--- config.mk ---
export PLATFORM = sky130hd
export DESIGN_NAME = layer_sequencer
export DESIGN_NICKNAME = d
export VERILOG_FILES = /design/src/rtl/layer_sequencer_pkg.sv /design/src/rtl/seq_watchdog.sv /design/src/rtl/layer_sequencer.sv
export SDC_FILE = /design/constraint.sdc
export NUM_CORES = 1
export LEC_CHECK = 0
export CORE_ASPECT_RATIO = 1.75
export CORE_MARGIN = 5
export CORE_UTILIZATION = 25
export CTS_BUF_LIST = sky130_fd_sc_hd__clkbuf_4 sky130_fd_sc_hd__clkbuf_8 sky130_fd_sc_hd__clkbuf_16
export DETAILED_ROUTE_END_ITERATION = 6
export PLACE_DENSITY = 0.53
export SYNTH_ARGS = -nofsm -noshare
export SYNTH_HDL_FRONTEND = slang
export SYNTH_HIERARCHICAL = 1
export SYNTH_SLANG_ARGS = --single-unit
--- constraint.sdc ---
create_clock -name clock -period 7.75 [get_ports clock]
set_clock_uncertainty 0.15 [all_clocks]
set_input_delay 1.55 -clock clock [delete_from_list [all_inputs] [get_ports clock]]
set_output_delay 1.55 -clock clock [all_outputs]
set_load 0.05 [all_outputs]
--- src/rtl/layer_sequencer_pkg.sv ---
// Shared types and constants for the dense-layer network and its sequencer.
package layer_sequencer_pkg;

    localparam int unsigned INTEGER_WIDTH       = 8;
    localparam int unsigned FRACTION_WIDTH      = 8;
    localparam int unsigned SEQ_TIMEOUT_DEFAULT = 1024;

    typedef enum logic [1:0] {
        ACT_NONE    = 2'd0,
        ACT_RELU    = 2'd1,
        ACT_SIGMOID = 2'd2
    } activation_type;

    typedef enum logic [2:0] {
        SEQ_IDLE   = 3'd0,
        SEQ_START  = 3'd1,
        SEQ_WAIT   = 3'd2,
        SEQ_OUTPUT = 3'd3,
        SEQ_ERROR  = 3'd4
    } seq_state_t;

endpackage

--- src/rtl/seq_watchdog.sv ---
// Per-layer watchdog: counts enabled cycles since the last clear and flags the
// cycle on which the count would reach TIMEOUT_CYCLES.
module seq_watchdog
    import layer_sequencer_pkg::*;
#(
    parameter int unsigned TIMEOUT_CYCLES = SEQ_TIMEOUT_DEFAULT
) (
    input  logic clock,
    input  logic reset,
    input  logic clear,
    input  logic enable,
    output logic expired
);

    localparam int unsigned CW = $clog2(TIMEOUT_CYCLES + 1);

    logic [CW-1:0] count;

    always_ff @(posedge clock or negedge reset) begin
        if (!reset) begin
            count <= '0;
        end else if (clear) begin
            count <= '0;
        end else if (enable && (count != CW'(TIMEOUT_CYCLES))) begin
            count <= count + CW'(1);
        end
    end

    // Asserted one cycle early so the sequencer leaves WAIT on the same edge
    // that the count reaches TIMEOUT_CYCLES.
    assign expired = enable && (count == CW'(TIMEOUT_CYCLES - 1));

endmodule

--- src/rtl/layer_sequencer.sv ---
// Control-only sequencer that starts a chain of dense layers one after another
// for each accepted sample, with a per-layer watchdog and inference cycle counter.
module layer_sequencer
    import layer_sequencer_pkg::*;
#(
    parameter int unsigned NUM_LAYERS     = 3,
    parameter int unsigned TIMEOUT_CYCLES = SEQ_TIMEOUT_DEFAULT,
    parameter int unsigned COUNT_WIDTH    = 16
) (
    input  logic                          clock,
    input  logic                          reset,
    input  logic                          in_valid,
    output logic                          in_ready,
    output logic                          out_valid,
    input  logic                          out_ready,
    output logic [NUM_LAYERS-1:0]         layer_start,
    input  logic [NUM_LAYERS-1:0]         layer_done,
    output logic                          busy,
    output logic [$clog2(NUM_LAYERS):0]   current_layer,
    output logic                          error,
    input  logic                          error_clear,
    output logic [COUNT_WIDTH-1:0]        cycle_count
);

    localparam int unsigned KW = $clog2(NUM_LAYERS) + 1;

    seq_state_t             state, state_nx;
    logic [KW-1:0]          k;
    logic [NUM_LAYERS-1:0]  done_q, done_q2, rise, sel;
    logic [COUNT_WIDTH-1:0] run_cnt;
    logic                   accept, own_edge, foreign_edge, is_last, wd_expired;

    always_comb begin
        sel         = '0;
        layer_start = '0;
        for (int unsigned i = 0; i < NUM_LAYERS; i++) begin
            sel[i]         = (k == KW'(i));
            layer_start[i] = (state == SEQ_START) && (k == KW'(i));
        end
    end

    // Rising edges come from two registered copies, so a level left high by a
    // previous inference never counts as completion.
    assign rise         = done_q & ~done_q2;
    assign own_edge     = |(rise & sel);
    assign foreign_edge = |(rise & ~sel);
    assign is_last      = (k == KW'(NUM_LAYERS - 1));
    assign accept       = in_valid && in_ready;

    always_comb begin
        state_nx = state;
        unique case (state)
            SEQ_IDLE:   if (accept) state_nx = SEQ_START;
            SEQ_START:  state_nx = SEQ_WAIT;
            SEQ_WAIT: begin
                if (foreign_edge)    state_nx = SEQ_ERROR;
                else if (own_edge)   state_nx = is_last ? SEQ_OUTPUT : SEQ_START;
                else if (wd_expired) state_nx = SEQ_ERROR;
            end
            SEQ_OUTPUT: if (out_ready) state_nx = SEQ_IDLE;
            SEQ_ERROR:  if (error_clear) state_nx = SEQ_IDLE;
            default:    state_nx = SEQ_IDLE;
        endcase
    end

    always_ff @(posedge clock or negedge reset) begin
        if (!reset) begin
            state       <= SEQ_IDLE;
            k           <= '0;
            in_ready    <= 1'b0;
            done_q      <= '0;
            done_q2     <= '0;
            run_cnt     <= '0;
            cycle_count <= '0;
        end else begin
            state    <= state_nx;
            in_ready <= (state_nx == SEQ_IDLE);
            done_q   <= layer_done;
            done_q2  <= done_q;
            if (accept) begin
                k <= '0;
            end else if ((state == SEQ_WAIT) && (state_nx == SEQ_START)) begin
                k <= k + KW'(1);
            end
            if (accept) begin
                run_cnt <= COUNT_WIDTH'(1);
            end else if ((state != SEQ_IDLE) && (run_cnt != '1)) begin
                run_cnt <= run_cnt + COUNT_WIDTH'(1);
            end
            if ((state == SEQ_WAIT) && (state_nx == SEQ_OUTPUT)) begin
                cycle_count <= run_cnt;
            end
        end
    end

    seq_watchdog #(
        .TIMEOUT_CYCLES(TIMEOUT_CYCLES)
    ) u_watchdog (
        .clock  (clock),
        .reset  (reset),
        .clear  (state_nx == SEQ_START),
        .enable ((state == SEQ_START) || (state == SEQ_WAIT)),
        .expired(wd_expired)
    );

    assign busy          = (state != SEQ_IDLE);
    assign out_valid     = (state == SEQ_OUTPUT);
    assign error         = (state == SEQ_ERROR);
    assign current_layer = busy ? k : '0;

endmodule

==> results by group, run 1 <==
Critical path
  – Crit-path cells: nor3_1 -> inv_1 -> and2_1 -> clkdlybuf4s50_1
  – Worst Reg-to-Reg Cells: 11
  – Required @ worst endpoint: 6.05 ns
  – Max incr delay on CP: 0.70 ns
  – Worst Setup Start Kind: flop
  – Critical Path Sink Type: output port
  – CP Capture Point: current_layer[2]
  – CP arrival: 2.69 ns
  – Worst r2r dst: u_watchdog/count[1]$_DFFE_PN0P_
  – Reg2reg start: state[0]$_DFF_PN0_
  – Flop2flop setup slack: 3.84 ns
  – Crit path kind: reg2out
  – CP max FO: 10
  – Critical path launch point: state[0]$_DFF_PN0_
  – CP max stage cell: clkdlybuf4s50_1

Placement
  – Place WS: 3.50 ns
  – Post-DP HPWL: 4860 um
  – Placed inst area: 0.00339 sq mm
  – Port bufs: 33
  – Placed Instances: 431
  – RePlAce Congestion: 0.793

Synth
  – Synth area leader: dfrtp_1
  – Post-synth cell types: 55
  – Syn Area/Cell: 10.9 sq um
  – Post-synth EDFFs: 0
  – Synthesized flop and latch total: 56
  – Top_reg_cell synth: dfrtp_1
  – Seq/Total Area, Yosys: 47.7%
  – Synth Instances: 270
  – Syn nets: 285
  – Synth async-reset ratio: 100%
  – Count leader, synth: dfrtp_1
  – Mapped cell area: 0.00294 sq mm
  – Area contributors post-synth: dfrtp_1 48%, mux2_4 5.1%, nor2_1 3.3%
  – Yosys top cell area share: 47.7%
  – Synth top cells by count: 56 x dfrtp_1, 26 x nor2_1, 13 x nand2_1
  – YS warnings: 6

STA
  – Post-route clock period utilization: 56.6%
  – Slew Viols, Final: 0
  – Final Hold Vio Count: 0
  – Setup WS post-layout: 3.36 ns
  – RSZ-0062 raised after global routing: no
  – TNS Setup: 0 ns
  – Setup violators final: 0
  – Fmax: 0.228 GHz
  – Max-Slew Margin vs Limit: 35.8%
  – Hold Slack: 0.240 ns
  – Slew @ Worst Pin: 0.955 ns
  – Post-layout min period: 4.39 ns

Final layout
  – Nets@finish: 318
  – FF/Latch Area: 0.00140 sq mm
  – Final instance area: 0.00355 sq mm
  – Area of the multi-input gates: 0.00145 sq mm
  – Fillcell total: 1,200
  – Area grow syn2layout: 20.6%
  – Non-filler cells, final: 439
  – Layout cells sized above 1: 12.5%
  – End-of-flow core utilization: 30.6%
  – Antenna diodes: 0

Drt
  – Wire per inst: 15.2 um
  – Wirelength, routed: 6660 um
  – Detail Route Antenna Nets: 0
  – DRT iter0 DRCs: 62
  – Via count: 2,152
  – Drt via density: 4.90
  – First-pass DRT Iterations: 4
  – DR DRC count: 0

Global routing
  – Total GRT Usage: 9.97%
  – Initial antenna violation count: 0
  – Overflow after GRT: 0
  – First-pass GRT wire length: 11,400 um
  – Number of global-route vias before repair: 2,202
  – Largest net degree at the start of global routing: 57

Flow run
  – Max Cap Viol: 0

Die
  – Placeable Area: 0.0116 sq mm
  – Die height: 153 um
  – Initial Utilization: 25.4%
  – Io pins: 34
  – Row cnt: 52
  – Die area: 0.0141 sq mm
  – Die W: 92.0 um

Clock network
  – Post-CTS Setup Bufs: 0
  – Post-CTS sizing: 0
  – Clock transition at path regs: 0.07 ns
  – Clk buf depth: 2
  – CTS tree: done
  – Hold Buf Count CTS: 0
  – H-Tree Depth: 2
  – Clk root buf: clkbuf_16
  – CTS Sinks: 56
  – Insertion delay to the later sink of the worst-skew pair: 0.30 ns
  – Cts bufs inserted: 5

Power and ir drop
  – Tot Pwr: 1.02 mW
  – Static leakage: 1.50 nW
  – PD cells: 287 mW/mm^2
  – Max VDD drop: 0.167 mV

Worst hold path
  – Hold Crit Class: reg2reg

Status
  – Status: completed
[area by class of cell]
cell class / count / share of cell area (%)
clock buffer: 5 / 3.53
inverter: 10 / 1.06
multi-input combinational: 196 / 41.0
clock inverter: 3 / 0.741
tap: 135 / 4.76
timing repair buffer: 34 / 9.39
sequential: 56 / 39.5
[per-layer routing]
layer	global-route usage (%)	up-vias	routed length (um)
li1	-	1053	-
met1	12.0	1058	2840
met2	17.4	31	3540
met3	1.23	10	95
met4	4.61	0	178
met5	0	-	0
[report_power, final]
group	internal [mW]	total [mW]	switching [mW]	leakage, nW
clock network	0.122	0.231	0.109	0.0744
registers	0.332	0.383	0.0507	0.752
logic	0.148	0.404	0.256	0.675
total	0.603	1.02	0.415	1.50
[flip-flops by register name, indices dropped and copies added (netlist names)]
register          flops
k                     3
u_watchdog/count     11
done_q                3
state                 3
cycle_count          16
done_q2               3
in_ready              1
run_cnt              16
[critical path, delay by kind of cell, from the launching register on]
family | cells | cell delay [ns]
AND/OR/NAND/NOR | 2 | 0.89
flip-flops | 1 | 0.50
buffers and inverters | 2 | 1.01
[cells in the final DEF (no fill, tap or decap), drive strengths merged, types with 4 or more instances in the layout]
cell type      Yosys  layout
a21oi             12      12
and2               4       4
clkbuf             5       5
clkdlybuf4s50      0      32
dfrtp             56      56
ha                 7       7
inv               10      11
mux2              16      16
nand2             13      13
nand2b             8       8
nand3             10      10
nand4             11      11
nor2              27      27
nor2b              4       4
nor3               5       5
nor4               5       5
o2111ai            5       5
o21ai              6       6
or4                7       7
xnor2             10      10
xor2               8       8
[kinds of logic after synthesis]
| kind of cell | count (synthesis) | synth area share, % |
|---|---|---|
| AND/OR/NAND/NOR | 111 | 22.4 |
| flip-flops | 56 | 47.7 |
| AO/OA/AOI/OAI | 42 | 10.6 |
| XOR/XNOR | 18 | 5.36 |
| buffers and inverters | 18 | 2.85 |
| multiplexers | 18 | 8.09 |
| adder cells (fa/ha/maj) | 7 | 2.98 |
[worst min-delay path by stage]
stage / start / end / slack (ns) / cells past startpoint
2_1_floorplan: done_q[1]$_DFF_PN0_ / done_q2[1]$_DFF_PN0_ / 0.21 / 0
3_3_place_gp: done_q[2]$_DFF_PN0_ / done_q2[2]$_DFF_PN0_ / 0.22 / 0
3_5_place_dp: done_q[1]$_DFF_PN0_ / done_q2[1]$_DFF_PN0_ / 0.23 / 0
4_1_cts: done_q[1]$_DFF_PN0_ / done_q2[1]$_DFF_PN0_ / 0.24 / 0
5_1_grt: done_q[2]$_DFF_PN0_ / done_q2[2]$_DFF_PN0_ / 0.26 / 0
6_report: done_q[1]$_DFF_PN0_ / done_q2[1]$_DFF_PN0_ / 0.24 / 0
(Power assumes the default switching activity.)
==> inputs of run 2 (changes only) <==
--- a/config.mk
+++ b/config.mk
@@ -10,7 +10,7 @@
 export CORE_UTILIZATION = 25
 export CTS_BUF_LIST = sky130_fd_sc_hd__clkbuf_4 sky130_fd_sc_hd__clkbuf_8 sky130_fd_sc_hd__clkbuf_16
 export DETAILED_ROUTE_END_ITERATION = 6
-export PLACE_DENSITY = 0.53
+export PLACE_DENSITY = 0.54
 export SYNTH_ARGS = -nofsm -noshare
 export SYNTH_HDL_FRONTEND = slang
 export SYNTH_HIERARCHICAL = 1
==> constraint.sdc (replaced) <==
create_clock -name clock -period 3.85 [get_ports clock]
set_clock_uncertainty 0.15 [all_clocks]
set_input_delay 0.77 -clock clock [delete_from_list [all_inputs] [get_ports clock]]
set_output_delay 0.77 -clock clock [all_outputs]
set_load 0.05 [all_outputs]
==> run 2 against run 1 <==
Net effect: non-clock buffer count rose by 5; via count up 3.9%; worst hold slack better by 0.0057 ns; global-route usage shrank 0.11 points; first-iteration DRC count rose by 130%; utilization up 0.32 points.
==> results by group, run 2 (synthesis gave the netlist of run 1 again) <==
Status
  – Status: completed

Drt
  – Detail Route Antenna Nets: 0 (unchanged)
  – Drt via density: 5.03 (+2.7%)
  – Wirelength, routed: 6560 um (-1.4%)
  – Via count: 2,235 (+3.9%)
  – DR DRC count: 0 (unchanged)
  – First-pass DRT Iterations: 4 (unchanged)
  – Wire per inst: 14.8 um (-2.5%)
  – DRT iter0 DRCs: 145 (+130%)

Final layout
  – Layout cells sized above 1: 13.9% (+1.4 points)
  – Nets@finish: 323 (+1.6%)
  – Antenna diodes: 0 (unchanged)
  – Commonest non-fill, non-tap cell in the layout: dfrtp_1
  – Non-filler cells, final: 444 (+1.1%)
  – Area grow syn2layout: 21.9%
  – End-of-flow core utilization: 30.9% (+0.32 points)
  – Largest registers: cycle_count x16, run_cnt x16, u_watchdog/count x11
  – Most frequent cells in the layout: 56 x dfrtp_1, 32 x clkdlybuf4s50_1, 26 x nor2_1, 13 x nand2_1, 12 x a21oi_1

STA
  – Max-Slew Margin vs Limit: 36.7% (+0.90 points)
  – TNS Setup: 0 ns (unchanged)
  – Slew @ Worst Pin: 0.942 ns (-0.0134 ns)
  – Setup violators final: 0 (unchanged)
  – Post-route clock period utilization: 88.4%
  – RSZ-0062 raised after global routing: no
  – Post-layout min period: 3.40 ns
  – Fmax: 0.294 GHz
  – Final Hold Vio Count: 0 (unchanged)
  – Slew Viols, Final: 0 (unchanged)
  – Setup WS post-layout: 0.446 ns (-2.91 ns)

Critical path
  – Max incr delay on CP: 0.50 ns (-0.20 ns)
  – CP arrival: 3.46 ns (+0.77 ns)
  – Required @ worst endpoint: 3.90 ns (-2.15 ns)
  – Worst Setup Start Kind: flop
  – Crit-path cells: xnor2_1 -> nor2_1 -> buf_4 -> nand3_1 -> nor4_1 -> buf_4 -> nor2b_1 -> nor4_1 -> o32ai_2 -> and3_1 -> nand2b_1 -> or4_1 -> o2111ai_1
  – CP max FO: 12 (+2)
  – Crit path kind: reg2reg
  – Critical Path Sink Type: flop
  – CP max stage cell: dfrtp_1

Die
  – Die W: 92.0 um (unchanged)
  – Placeable Area: 0.0116 sq mm (unchanged)
  – Row cnt: 52 (unchanged)
  – Initial Utilization: 25.4% (unchanged)
  – Io pins: 34 (unchanged)
  – Die height: 153 um (unchanged)
  – Die area: 0.0141 sq mm (unchanged)

Clock network
  – Post-CTS sizing: 0 (unchanged)
  – Hold Buf Count CTS: 0 (unchanged)
  – Insertion delay to the later sink of the worst-skew pair: 0.30 ns (about the same)
  – CTS tree: done
  – H-Tree Depth: 2 (unchanged)
  – Clk buf depth: 2 (unchanged)
  – Clk root buf: clkbuf_16
  – Post-CTS Setup Bufs: 0 (unchanged)
  – Cts bufs inserted: 5 (unchanged)
  – Clock transition at path regs: 0.07 ns (about the same)
  – CTS Sinks: 56 (unchanged)

Global routing
  – Total GRT Usage: 9.86% (-0.11 points)
  – First-pass GRT wire length: 11,200 um (-1.9%)
  – Initial antenna violation count: 0 (unchanged)
  – Number of global-route vias before repair: 2,263 (+2.8%)
  – Overflow after GRT: 0 (unchanged)
  – Largest net degree at the start of global routing: 38 (-33%)

Flow run
  – Max Cap Viol: 0 (unchanged)

Power and ir drop
  – PD cells: 583 mW/mm^2 (+100%)
  – Static leakage: 1.52 nW (+1.2%)
  – Max VDD drop: 0.276 mV (+65%)

Placement
  – Placed Instances: 436 (+1.2%)
  – RePlAce Congestion: 0.777 (-2.0%)
  – Place WS: 0.489 ns (-3.01 ns)
  – Post-DP HPWL: 4830 um (-0.67%)
  – Port bufs: 33 (unchanged)

Worst hold path
  – Hold Crit Class: reg2reg
-- run 2: routing by layer --
metal  global-route usage (%)  up-vias  part of all wire, %  routed length [um]
met3                     1.77       11                  2.7                 179
li1                         -     1069                    -                   -
met1                     10.8     1114                   41                2700
met4                     4.96        0                  2.7                 176
met2                     17.9       41                   53                3510
met5                        0        -                    0                   0
-- run 2: area by class of cell --
| class | instances | area (sq um) |
|---|---|---|
| Inverter | 10 | 37.5 |
| Clock buffer | 5 | 125 |
| Tap cell | 135 | 169 |
| Sequential cell | 56 | 1400 |
| Multi-Input combinational cell | 196 | 1450 |
| Timing Repair Buffer | 39 | 370 |
| Fill cell | 1170 | 8000 |
| Clock inverter | 3 | 26.3 |
-- run 2: worst max-delay path: cells and delay by family, from the launching register on --
kind	cells	cell delay (ns)
flops	1	0.50
simple gates	8	1.88
xor+xnor	1	0.17
buf+inv	2	0.33
compound gates	2	0.29
-- run 2: path summary, 6_finish.rpt --
path | slack [ns] | end | cells past startpoint | start
min in group asynchronous | 0.43 | done_q2[0]$_DFF_PN0_ | 1 | reset
worst min register to register | 0.25 | done_q2[1]$_DFF_PN0_ | 0 | done_q[1]$_DFF_PN0_
max in group asynchronous | 2.34 | cycle_count[15]$_DFFE_PN0P_ | 2 | reset
worst min-delay path | 0.25 | done_q2[1]$_DFF_PN0_ | 0 | done_q[1]$_DFF_PN0_
worst max register to register | 0.45 | u_watchdog/count[0]$_DFFE_PN0P_ | 13 | state[0]$_DFF_PN0_
worst max-delay path | 0.45 | u_watchdog/count[0]$_DFFE_PN0P_ | 13 | state[0]$_DFF_PN0_
-- run 2: power by group --
part / total (mW) / switching (mW) / internal [mW]
Sequential: 0.769 / 0.100 / 0.669
Combinational: 0.847 / 0.522 / 0.324
Clock: 0.472 / 0.226 / 0.246
-- run 2: metrics by stage --
stage,power (mW),instance area [sq um],hold WS [ns]
6_report,2.09,3580,0.246
5_1_grt,2.22,3580,0.273
4_1_cts,2.13,3580,0.253
3_5_place_dp,1.64,3430,0.231
3_3_place_gp,1.62,3430,0.231
2_1_floorplan,1.36,2940,0.209
